**config.mk**
```make
export PLATFORM = sky130hd
export DESIGN_NAME = alu_operand_responder
export DESIGN_NICKNAME = d
export VERILOG_FILES = /design/src/rtl/alu_operand_responder.sv
export SDC_FILE = /design/constraint.sdc
export NUM_CORES = 1
export LEC_CHECK = 0
export ABC_AREA = 1
export BUFFER_PORTS_ARGS = -buffer_cell sky130_fd_sc_hd__buf_2
export CAP_MARGIN = 20
export CORE_UTILIZATION = 60
export CTS_CLUSTER_DIAMETER = 120
export DETAILED_ROUTE_END_ITERATION = 6
export GPL_TIMING_DRIVEN = 0
export PLACE_DENSITY_LB_ADDON = 0.12
export SLEW_MARGIN = 30
export SYNTH_ARGS = -nofsm -noshare
export SYNTH_HDL_FRONTEND = slang
export SYNTH_SLANG_ARGS = --single-unit
```
**constraint.sdc**
```tcl
create_clock -name CLK -period 2.3 [get_ports CLK]
set_input_delay 0.23 -clock CLK [delete_from_list [all_inputs] [get_ports CLK]]
set_output_delay 0.23 -clock CLK [all_outputs]
set_load 0.005 [all_outputs]
```
**src/rtl/alu_operand_responder.sv**
```systemverilog
// Memory-side responder for the ALU datapath: stores operand pairs, drives them to the ALU
// one pair at a time, captures each result Z after ALU_LAT cycles and offers a readback port.
module alu_operand_responder #(
   parameter int unsigned AW      = 3,
   parameter int unsigned DW      = 16,
   parameter int unsigned ALU_LAT = 2
) (
   input  logic          CLK,
   input  logic          RST,
   input  logic          wr_en,
   input  logic [AW-1:0] wr_addr,
   input  logic [DW-1:0] wr_x,
   input  logic [DW-1:0] wr_y,
   input  logic          start,
   input  logic [AW:0]   count,
   output logic [DW-1:0] Mem_Data_X,
   output logic [DW-1:0] Mem_Data_Y,
   output logic          op_valid,
   input  logic [DW-1:0] Z,
   input  logic [AW-1:0] rd_addr,
   output logic [DW-1:0] rd_data,
   output logic          busy,
   output logic          done
);

   localparam int unsigned DEPTH = 2 ** AW;
   localparam int unsigned CW    = AW + 1;
   localparam int unsigned LW    = (ALU_LAT > 1) ? $clog2(ALU_LAT) : 1;

   typedef enum logic [2:0] {
      IDLE   = 3'd0,
      ISSUE  = 3'd1,
      WAIT   = 3'd2,
      STORE  = 3'd3,
      FINISH = 3'd4
   } state_t;

   state_t          state, state_n;
   logic [AW-1:0]   idx, idx_n;
   logic [AW-1:0]   last, last_n;
   logic [LW-1:0]   wcnt, wcnt_n;
   logic [DW-1:0]   x_n, y_n;
   logic            opv_n, busy_n, done_n;
   logic [CW-1:0]   cnt_clamp;

   logic [DW-1:0]   mem_x   [DEPTH];
   logic [DW-1:0]   mem_y   [DEPTH];
   logic [DW-1:0]   res_mem [DEPTH];

   // Operand buffer: written from the host port at any time, never cleared.
   always_ff @(posedge CLK) begin
      if (wr_en) begin
         mem_x[wr_addr] <= wr_x;
         mem_y[wr_addr] <= wr_y;
      end
   end

   // Result buffer: captures Z on the single STORE cycle of each pair.
   always_ff @(posedge CLK) begin
      if (state == STORE) begin
         res_mem[idx] <= Z;
      end
   end

   // Registered readback, independent of the sequencer state.
   always_ff @(posedge CLK or posedge RST) begin
      if (RST) begin
         rd_data <= '0;
      end else begin
         rd_data <= res_mem[rd_addr];
      end
   end

   // Requests longer than the buffer are clamped to the whole buffer.
   always_comb begin
      cnt_clamp = count;
      if (count > CW'(DEPTH)) begin
         cnt_clamp = CW'(DEPTH);
      end
   end

   // State and output registers.
   always_ff @(posedge CLK or posedge RST) begin
      if (RST) begin
         state      <= IDLE;
         idx        <= '0;
         last       <= '0;
         wcnt       <= '0;
         Mem_Data_X <= '0;
         Mem_Data_Y <= '0;
         op_valid   <= 1'b0;
         busy       <= 1'b0;
         done       <= 1'b0;
      end else begin
         state      <= state_n;
         idx        <= idx_n;
         last       <= last_n;
         wcnt       <= wcnt_n;
         Mem_Data_X <= x_n;
         Mem_Data_Y <= y_n;
         op_valid   <= opv_n;
         busy       <= busy_n;
         done       <= done_n;
      end
   end

   // Next-state and next-output logic; done is a one-cycle pulse set on entry to FINISH.
   always_comb begin
      state_n = state;
      idx_n   = idx;
      last_n  = last;
      wcnt_n  = wcnt;
      x_n     = Mem_Data_X;
      y_n     = Mem_Data_Y;
      opv_n   = op_valid;
      busy_n  = busy;
      done_n  = 1'b0;

      unique case (state)
         IDLE: begin
            if (start) begin
               if (count != '0) begin
                  state_n = ISSUE;
                  idx_n   = '0;
                  last_n  = AW'(cnt_clamp - CW'(1));
                  busy_n  = 1'b1;
               end else begin
                  state_n = FINISH;
                  done_n  = 1'b1;
               end
            end
         end
         ISSUE: begin
            x_n     = mem_x[idx];
            y_n     = mem_y[idx];
            opv_n   = 1'b1;
            wcnt_n  = LW'(ALU_LAT - 1);
            state_n = WAIT;
         end
         WAIT: begin
            if (wcnt == '0) begin
               state_n = STORE;
            end else begin
               wcnt_n = wcnt - LW'(1);
            end
         end
         STORE: begin
            opv_n = 1'b0;
            if (idx == last) begin
               state_n = FINISH;
               busy_n  = 1'b0;
               done_n  = 1'b1;
            end else begin
               idx_n   = idx + AW'(1);
               state_n = ISSUE;
            end
         end
         FINISH: begin
            state_n = IDLE;
         end
         default: begin
            state_n = IDLE;
            busy_n  = 1'b0;
            opv_n   = 1'b0;
         end
      endcase
   end

endmodule

```
==> flow_summary_export.csv <==
group,metric,value,unit
placement,hpwl,25.7,mm
floorplanning,core_area,28100,um^2
power,clkPwrFrac,32.2,%
cts,path_clk_slew,0.06,ns
power,intPower,0.0154,W
synthesis,synth.most_common_cell,"nor2_1",
route,vias_per_cell,5.55,
finish,n_fill_cell,1811,
worst_setup_path,crit_type,"reg -> reg",
global_route,grt_pass1_wl,61.6,mm
floorplanning,die_h,172,um
worst_setup_path,end_kind,"register",
hold_path,hp-class,"in -> reg",
route,drc_errors,0,
finish,area_growth,19.9,%
worst_setup_path,cp_data_arrival_time,2.37,ns
sta,fin_crit_sh,91.7,%
route,drt_wl_total,40.4,mm
floorplanning,io_pins,113,
sta,setup_viol,0,
synthesis,yosysWarnings,0,
power,seqPwrFrac,44.7,%
floorplanning,fp-row-count,61,
floorplanning,start_util,61.8,%
synthesis,ys_ff_latch,445,
worst_setup_path,cp_data_required_time,2.56,ns
power,combPwrFrac,23.1,%
sta,skew,0.0190,ns
power,sw_frac_of_total,29.7,%
synthesis,yosysTopAreaCellShare,66.4,%
route,firstDrtPassIters,6,
synthesis,synthCells,1412,
power,switching_power,0.00647,W
global_route,antenna_found_initial,1,
worst_setup_path,startpoint_type,"register",
synthesis,synthFlopType,"edfxtp_1",
placement,io_buffers,110,
sta,min_period,2.11,ns
global_route,gr-total-overflow,0,
sta,tightestPinTransition,0.690,ns
cts,numCtsBuffers,44,
power,power_density,1050,nW/um^2
synthesis,yosysSeqAreaShare,75.2,%
cts,ctsLongestPathBuffers,3,
synthesis,synth_edf_count,384,
global_route,grt_max_degree,33,
outcome,outcome,"completed",
worst_setup_path,rr_worst_depth,6,
finish,finalNonFillerCells,2051,
placement,place_inst,1920,
worst_setup_path,r2r_slack,0.19,ns
floorplanning,die_w,172,um
synthesis,synth.top_cells.by_count,"404 x nor2_1, 384 x edfxtp_1, 211 x o21ai_0, 79 x nand2_1, 61 x dfrtp_1",
power,power,0.0218,W
hold_path,hold_depth,4,
synthesis,async_flop_share,13.7,%
cts,cts_setup_buffers,0,
finish,layout-drive-gt1-share,17.5,%
sta,rsz0062_at_grt,"false",
finish,seqCellArea,13100,um^2
cts,htree_num_levels,2,
route,routedWlPerCell,19.7,um
global_route,grt_usage,28.4,%
cts,clkLatencyLatePin,0.55,ns
floorplanning,die_area,29600,um^2
power,ir_drop,0.775,mV
power,p_leak,7.76,nW
worst_setup_path,crit_fanout,9,
sta,finalMaxSlewViolations,0,
route,vias,11400,
cts,tritoncts,"built",
synthesis,avgSynthCellArea,12.3,um^2
synthesis,yosysTopAreaCell,"edfxtp_1",
synthesis,syn_area,17400,um^2
sta,finalHoldViolations,0,
cts,cts_root_buffer,"clkbuf_16",
sta,fmax,0.474,GHz
route,antenna_left,0,
sta,slew_headroom,53.9,%
cts,cts.sinks,445,
synthesis,syn_nets,1476,
finish,nNetsFinal,1701,
flow_run,max_cap_viol_count,0,
route,drt_iter0_markers,1243,
synthesis,synth_cell_types,26,
synthesis,synth.area.top_cells,"edfxtp_1 66%, dfrtp_1 8.8%, nor2_1 8.7%, o21ai_0 6.1%, nand2_1 1.7%",
finish,multi_input_area,3770,um^2
placement,place_congestion,0.800,
global_route,grt_pass1_vias,11400,
[state kept, by name, summed over array words and instances, names as in the netlist]
signal / cells
busy: 1
state: 3
mem_y: 128
Mem_Data_Y: 16
op_valid: 1
done: 1
res_mem: 128
last: 3
Mem_Data_X: 16
idx: 3
wcnt: 1
rd_data: 16
mem_x: 128
[cells in the final DEF (no fill, tap or decap), drive strengths merged, types with 13 or more instances in the layout]
master / synthesis / final
or2: 32 / 32
edfxtp: 384 / 384
buf: 38 / 167
clkbuf: 33 / 93
nand2: 80 / 80
inv: 58 / 59
o21ai: 263 / 263
dfrtp: 61 / 61
dlygate4sd3: 0 / 50
nand3: 43 / 43
clkinv: 0 / 13
nor2: 410 / 410
[power by group through the flow]
stage / logic [W] / clock network, W / registers (W)
6_report: 0.00503 / 0.00703 / 0.00976
5_1_grt: 0.00561 / 0.00737 / 0.00982
4_1_cts: 0.00503 / 0.00708 / 0.00976
3_5_place_dp: 0.00491 / 0 / 0.00992
3_3_place_gp: 0.00470 / 0 / 0.00990
2_1_floorplan: 0.00300 / 0 / 0.00993
[final timing paths]
kind,startpoint,end
max,state[2],res_mem[7][1]
max reg2reg,state[2],res_mem[7][1]
min reg2reg,busy,busy
max in group asynchronous,RST,Mem_Data_Y[2]
min in group asynchronous,RST,rd_data[10]
min,count[2],state[2]
[per-stage QoR]
step,hold WS [ns],area (um^2),util (%),setup WS (ns),setup TNS (ns)
after CTS,0.0667,20800,74.1,0.210,0
final,0.0728,20800,74.1,0.190,0
after floorplan,0.329,17400,-,0.152,0
after detailed placement,0.265,18900,67.3,-0.107,-1.71
after global routing,0.0841,20800,74.1,0.0180,0
after global placement,0.450,18400,65.4,-1.25,-376.85
[worst max-delay path, stage by stage (launching register included)]
cell	delay (ns)
dfrtp_1	0.40
inv_1	0.09
nand3_1	0.19
inv_1	0.20
nand2_1	0.20
nor2_2	0.50
buf_6	0.24
[metal layers]
layer | wire length, um | share of wire [%] | track usage [%] | vias to the layer above
li1 | - | - | - | 5351
met1 | 16000 | 40 | 37.2 | 5439
met2 | 20000 | 49 | 48.2 | 507
met3 | 3370 | 8.3 | 4.51 | 80
met4 | 1040 | 2.6 | 10.7 | 0
met5 | 0 | 0 | 0 | -
[area by class of cell]
class,count,share of cell area [%]
diodes,1,0.0120
flip-flops and latches,445,62.7
inverters,58,1.07
repair buffers,180,7.15
plain buffers,70,1.89
well taps,378,2.27
clock buffers,60,5.58
clock inverters,21,1.17
multi-input cells,838,18.1
[kinds of logic (layout without fill, tap and decap cells)]
family | after synthesis | count (layout) | share of synthesized area (%)
other | 0 | 1 | 0
AND/OR/NAND/NOR | 565 | 565 | 13.2
buffers and inverters | 129 | 389 | 3.55
flip-flops | 445 | 445 | 75.2
AO/OA/AOI/OAI | 268 | 268 | 7.75
XOR/XNOR | 3 | 3 | 0.151
adder cells (fa/ha/maj) | 2 | 2 | 0.144
[what timing repair did]
action / CTS / global route
setup endpoints to repair: 17 / 0
hold buffers: 50 / 0
gates resized for setup: 0 / 0
hold endpoints to repair: 412 / 0
No activity file was read; power rests on OpenSTA's default activity.
